`src/rtl/seg_scan_scheduler.sv`:
```
// seg_scan_scheduler
//   Drives one shared 7-segment bus across four digits. Each digit gets a SHOW
//   slot of REFRESH_DIV cycles, followed by a BLANK gap of BLANK_CYCLES cycles
//   with every digit off, which removes ghosting. The 16-bit display value is
//   held in a shadow register. That register only takes a new value at a frame
//   boundary, so a frame never mixes old and new digits.
//
// Ports
//   clk              system clock, rising edge
//   rst              synchronous reset, active low
//   enable           1 = scan, 0 = all digits off and FSM held idle
//   value_in[15:0]   candidate display value (4 hex nibbles)
//   load_req         level request to latch value_in at the next frame start
//   load_ack         1-cycle pulse in the cycle value_in is captured
//   lz_suppress      1 = blank leading-zero digits (digit 0 always shown)
//   enabler_segment  digit enables, active low, bit i = digit i
//   sevent[6:0]      segments {g,f,e,d,c,b,a}, active low
//   frame_start      1-cycle pulse when the digit 0 SHOW slot begins
//
// State table
//   S_IDLE  | scanning disabled, all outputs off
//   S_SHOW  | digit idx driven for REFRESH_DIV cycles
//   S_BLANK | all digits off for BLANK_CYCLES cycles, then next digit
module seg_scan_scheduler #(
  parameter int unsigned REFRESH_DIV  = 50000,
  parameter int unsigned BLANK_CYCLES = 1000
) (
  input  logic        clk,
  input  logic        rst,
  input  logic        enable,
  input  logic [15:0] value_in,
  input  logic        load_req,
  output logic        load_ack,
  input  logic        lz_suppress,
  output logic [3:0]  enabler_segment,
  output logic [6:0]  sevent,
  output logic        frame_start
);

  localparam int unsigned CNT_MAX = (REFRESH_DIV > BLANK_CYCLES) ? REFRESH_DIV : BLANK_CYCLES;
  localparam int unsigned CNT_W   = $clog2(CNT_MAX);
  localparam logic [CNT_W-1:0] SHOW_TC  = CNT_W'(REFRESH_DIV - 1);
  localparam logic [CNT_W-1:0] BLANK_TC = CNT_W'(BLANK_CYCLES - 1);

  typedef enum logic [1:0] {
    S_IDLE  = 2'd0,
    S_SHOW  = 2'd1,
    S_BLANK = 2'd2
  } state_t;

  state_t           state_q, state_d;
  logic [1:0]       idx_q, idx_d;
  logic [CNT_W-1:0] cnt_q, cnt_d;
  logic [15:0]      shadow_q, shadow_d;
  logic             ack_q, ack_d;
  logic             fs_q, fs_d;
  logic [3:0]       en_q, en_d;
  logic [6:0]       seg_q, seg_d;

  logic [3:0]       nibble;
  logic [15:0]      upper;
  logic             lz_blank;

  function automatic logic [6:0] hex_to_seg(input logic [3:0] h);
    logic [6:0] s;
    case (h)
      4'h0:    s = 7'b1000000;
      4'h1:    s = 7'b1111001;
      4'h2:    s = 7'b0100100;
      4'h3:    s = 7'b0110000;
      4'h4:    s = 7'b0011001;
      4'h5:    s = 7'b0010010;
      4'h6:    s = 7'b0000010;
      4'h7:    s = 7'b1111000;
      4'h8:    s = 7'b0000000;
      4'h9:    s = 7'b0010000;
      4'hA:    s = 7'b0001000;
      4'hB:    s = 7'b0000011;
      4'hC:    s = 7'b1000110;
      4'hD:    s = 7'b0100001;
      4'hE:    s = 7'b0000110;
      default: s = 7'b0001110;
    endcase
    return s;
  endfunction

  // Next-state logic. Outputs are derived from the *next* state so that the
  // registered digit/segment values are already valid in the first SHOW cycle.
  always_comb begin
    state_d  = state_q;
    idx_d    = idx_q;
    cnt_d    = cnt_q;
    shadow_d = shadow_q;
    ack_d    = 1'b0;
    fs_d     = 1'b0;

    if (!enable) begin
      state_d = S_IDLE;
      idx_d   = 2'd0;
      cnt_d   = '0;
    end else begin
      case (state_q)
        S_IDLE: begin
          state_d = S_SHOW;
          idx_d   = 2'd0;
          cnt_d   = '0;
          fs_d    = 1'b1;
        end
        S_SHOW: begin
          if (cnt_q == SHOW_TC) begin
            state_d = S_BLANK;
            cnt_d   = '0;
          end else begin
            cnt_d = cnt_q + 1'b1;
          end
        end
        S_BLANK: begin
          if (cnt_q == BLANK_TC) begin
            state_d = S_SHOW;
            idx_d   = idx_q + 2'd1;
            cnt_d   = '0;
            fs_d    = (idx_q == 2'd3);
          end else begin
            cnt_d = cnt_q + 1'b1;
          end
        end
        default: begin
          state_d = S_IDLE;
          idx_d   = 2'd0;
          cnt_d   = '0;
        end
      endcase
    end

    // Capture only at the frame boundary; the new value is shown in this slot.
    if (fs_d && load_req) begin
      shadow_d = value_in;
      ack_d    = 1'b1;
    end
  end

  always_comb begin
    nibble   = shadow_d[4*idx_d +: 4];
    upper    = shadow_d >> {idx_d, 2'b00};
    lz_blank = lz_suppress && (idx_d != 2'd0) && (upper == 16'h0000);

    en_d  = 4'b1111;
    seg_d = 7'b1111111;
    if (state_d == S_SHOW) begin
      en_d = ~(4'b0001 << idx_d);
      if (!lz_blank) begin
        seg_d = hex_to_seg(nibble);
      end
    end
  end

  always_ff @(posedge clk) begin
    if (!rst) begin
      state_q  <= S_IDLE;
      idx_q    <= 2'd0;
      cnt_q    <= '0;
      shadow_q <= 16'h0000;
      ack_q    <= 1'b0;
      fs_q     <= 1'b0;
      en_q     <= 4'b1111;
      seg_q    <= 7'b1111111;
    end else begin
      state_q  <= state_d;
      idx_q    <= idx_d;
      cnt_q    <= cnt_d;
      shadow_q <= shadow_d;
      ack_q    <= ack_d;
      fs_q     <= fs_d;
      en_q     <= en_d;
      seg_q    <= seg_d;
    end
  end

  assign load_ack        = ack_q;
  assign frame_start     = fs_q;
  assign enabler_segment = en_q;
  assign sevent          = seg_q;

endmodule

```
`config.mk`:
```
export PLATFORM = sky130hd
export DESIGN_NAME = seg_scan_scheduler
export DESIGN_NICKNAME = d
export VERILOG_FILES = /design/src/rtl/seg_scan_scheduler.sv
export SDC_FILE = /design/constraint.sdc
export NUM_CORES = 1
export LEC_CHECK = 0
export BUFFER_PORTS_ARGS = -buffer_cell sky130_fd_sc_hd__buf_2
export CORE_AREA = 2 2 95 97
export CTS_CLUSTER_SIZE = 30
export DETAILED_ROUTE_END_ITERATION = 6
export DIE_AREA = 0 0 97 99
export GPL_TIMING_DRIVEN = 0
export PLACE_DENSITY_LB_ADDON = 0.08
export SYNTH_ARGS = -nofsm -noshare
export SYNTH_HDL_FRONTEND = slang
export SYNTH_SLANG_ARGS = --single-unit
```
`constraint.sdc`:
```
create_clock -name clk -period 6.9 [get_ports clk]
set_clock_uncertainty 0.2 [all_clocks]
set_input_delay 1.38 -clock clk [delete_from_list [all_inputs] [get_ports clk]]
set_output_delay 1.38 -clock clk [all_outputs]
set_load 0.01 [all_outputs]
```
==> results.py <==
metrics = {
    "power_and_ir_drop": {
        "combPwrFrac_pct": 11.7,
        "clkPwrFrac_pct": 40.1,
        "p_leak_nw": 1.24,
        "finalPower_mw": 0.612,
        "internal_power_mw": 0.467,
        "p_sw_mw": 0.146,
        "pwr_density_cell_nw_per_um2": 197,
        "switching_share_pct": 23.8,
        "vdd_ir_drop_max_uv": 81.9,
        "share_seq_of_total_power_pct": 48.2,
    },
    "sta": {
        "slew_headroom_pct": 58.3,
        "fin_crit_ns": 4.34,
        "tns_ns": 0,
        "grt_setup_unrepaired": "no",
        "hold_violations": 0,
        "report.final.slew_viol_count": 0,
        "finalSetupViolCount": 0,
        "fin_crit_sh_pct": 63.0,
        "max_freq_mhz": 230,
        "worst_slew_pin_slew_ns": 0.619,
    },
    "yosys": {
        "synth_nets": 329,
        "avgSynthCellArea_um2": 8.99,
        "syn_inst": 297,
        "netlist_area_um2": 2670,
        "ys_types": 57,
        "yosys_most_used_dff": "dfxtp_1",
        "synth_top_area_share_pct": 36.7,
        "yosysWarnings": 0,
        "ys_seq_elements": 49,
        "ys_async_sr_fraction_pct": 0,
        "synth-seq-area-share_pct": 36.7,
        "synth_area_leaders": "dfxtp_1, mux2i_1, ha_1",
        "yosys.area.top_type": "dfxtp_1",
        "synth_edf_count": 0,
    },
    "layout": {
        "nets": 369,
        "regArea_um2": 981,
        "multi_input_area_um2": 1550,
        "antenna_cells": 0,
        "drive_gt1_share_pct": 16.6,
        "fill_cells": 889,
        "syn_to_final_growth_pct": 16.3,
    },
    "setup_path": {
        "cp_common_cell": "mux2i_1",
        "worstSetupEndpointType": "register",
        "crit_type": "in2reg",
        "rr_worst_depth": 14,
        "path_cells": "buf_2 > and2_1 > clkbuf_1 > clkbuf_1 > nand3_1 > nand2_2 > mux2i_1 > mux2i_1 > inv_1 > ha_1 > mux2_4 > mux2i_1 > nand2_1",
        "crit_arrival_ns": 4.34,
        "r2r-end": "sevent[3]$_SDFF_PP1_",
        "required_ns": 6.90,
        "max_stage_delay_ns": 0.42,
        "critPathSlowestCell": "mux2i_1",
        "r2r_start": "cnt_q[11]$_SDFF_PN0_",
        "start_kind": "primary input",
        "path_buf_inv": 4,
        "reg2reg_setup_slack_ns": 2.75,
        "cp_top_family": "multiplexers",
        "crit_path_max_fanout": 10,
    },
    "routing": {
        "wl_mm": 6.50,
        "routedWlPerCell_um": 14.6,
        "first_pass_iters": 4,
        "ant_nets": 0,
        "drt_iter0_drc": 76,
        "vias": 2202,
        "via_per_inst": 4.94,
        "route.detailed.drc": 0,
    },
    "placement": {
        "hpwlAfterDp_mm": 4.85,
        "placement.io_buffers": 33,
        "routabilityCongestion": 0.779,
    },
    "grt": {
        "grt_max_degree": 16,
        "grt_pass1_wl_mm": 11.1,
        "grt_overflow": 0,
        "grtUsageTotal_pct": 14.3,
        "antenna_found_initial": 0,
        "first_global_vias": 2168,
    },
    "clock_tree": {
        "clk_pin_slew_ns": 0.09,
        "htree_levels": 2,
        "cts.sinks": 49,
        "ctsLongestPathBuffers": 2,
        "hold_buffers": 0,
        "post_cts_buffers": 0,
        "post_cts_resized": 0,
        "cts_tree": "built",
        "clk_latency_ns": 0.31,
        "numCtsBuffers": 5,
        "cts_root_buf": "clkbuf_8",
    },
    "floorplanning": {
        "die_h_um": 99,
        "ioPinCount": 34,
        "die_w_um": 97,
        "fp-row-count": 34,
        "coreArea_um2": 8550,
        "initial_core_util_pct": 31.2,
        "die-area_um2": 9600,
    },
    "worst_hold_path": {
        "min_from": "cnt_q[0]$_SDFF_PN0_",
        "min-delay-path-class": "reg2reg",
        "min_to": "cnt_q[0]$_SDFF_PN0_",
        "hold_depth": 1,
    },
    "run": {
        "drv_cap": 0,
    },
    "run_status": {
        "outcome": "complete, no violations",
    },
}
==> layout make-up <==
type | count | area share, %
Tap cell | 108 | 4.35
Sequential cell | 49 | 31.6
Clock inverter | 3 | 2.10
Multi-Input combinational cell | 220 | 50.0
Buffer | 17 | 3.14
Inverter | 11 | 1.33
Timing Repair Buffer | 33 | 5.32
Clock buffer | 5 | 2.22
==> power by group through the flow <==
stage	registers (mW)	clock network, mW	logic [mW]
floorplan	0.303	0	0.0461
global placement	0.302	0	0.0725
detailed placement	0.302	0	0.0721
CTS	0.295	0.256	0.0724
global route	0.296	0.267	0.0802
finish	0.295	0.246	0.0715
==> logic make-up (layout without fill, tap and decap cells) <==
family                   count (synthesis)  count (layout)  synth area share, %
AO/OA/AOI/OAI                           45              45                 12.9
buffers and inverters                   28              69                 5.20
multiplexers                            27              27                 11.0
adder cells (fa/ha/maj)                 11              11                 5.15
flip-flops                              49              49                 36.7
AND/OR/NAND/NOR                        122             122                 24.1
XOR/XNOR                                15              15                 4.92
==> per-stage QoR <==
stage | utilization (%) | cells | instance area [µm²] | setup WS, ns | hold WS (ns)
2_1_floorplan | - | 297 | 2670 | 3.11 | 0.218
3_3_place_gp | 34.8 | 438 | 2970 | 2.23 | 0.234
3_5_place_dp | 34.8 | 438 | 2970 | 2.26 | 0.246
4_1_cts | 36.3 | 446 | 3110 | 2.59 | 0.264
5_1_grt | 36.3 | 446 | 3110 | 2.23 | 0.300
6_report | 36.3 | 446 | 3110 | 2.56 | 0.255
==> flip-flops by register name, summed over array words and instances, names as in the netlist <==
signal / cells
enabler_segment: 4
frame_start: 1
idx_q: 2
sevent: 7
load_ack: 1
state_q: 2
cnt_q: 16
shadow_q: 16
==> layer usage <==
layer / vias to the layer above / routed length [µm] / part of all wire (%) / track usage (%)
li1: 1134 / - / - / -
met1: 1024 / 3290 / 51 / 20.3
met2: 38 / 2860 / 44 / 21.8
met3: 6 / 241 / 3.7 / 2.77
met4: 0 / 104 / 1.6 / 4.88
met5: - / 0 / 0 / 0
==> placed cells by master (no fill, tap or decap), types with 5 or more instances in the layout <==
master,n
nand4_1,7
xor2_1,10
xnor2_1,5
and2_1,9
a21oi_1,6
clkbuf_8,5
a21boi_0,7
dfxtp_1,49
inv_1,11
clkbuf_1,8
nor2_1,22
ha_1,11
nand2_1,25
mux2i_1,23
nand3_1,21
and3_1,7
buf_2,36
nor2b_1,12
==> cells in the mapped netlist (2+ instances only) <==
cell type and count:
a21boi_0 7, nand3_1 21, a31oi_1 3, nand2_1 25, nor4bb_1 2, or4_1 2
nor4_1 3, nor3_1 2, o221ai_1 4, a21oi_1 6, buf_4 2, ha_1 11
xor2_1 10, a22o_1 2, buf_6 3, and3_1 7, mux2_4 2, a311oi_1 2
nand4b_1 2, xnor2_1 5, nor2_1 22, nand3b_1 2, inv_1 11, nor2b_1 12
clkbuf_1 8, dfxtp_1 49, buf_2 3, o21ai_0 4, and2_1 9, nand4_1 7
mux2i_1 23
==> worst max-delay path by stage <==
stage                       from  cells past startpoint                   end  slack, ns
after floorplan           enable                     12  sevent[3]$_SDFF_PP1_       3.11
after global placement    enable                     13  sevent[3]$_SDFF_PP1_       2.23
after detailed placement  enable                     13  sevent[3]$_SDFF_PP1_       2.26
after CTS                 enable                     13  sevent[3]$_SDFF_PP1_       2.59
after global routing      enable                     14  sevent[6]$_SDFF_PP1_       2.23
final                     enable                     13  sevent[3]$_SDFF_PP1_       2.56
Note: power is estimated with default switching activity, not from simulation.
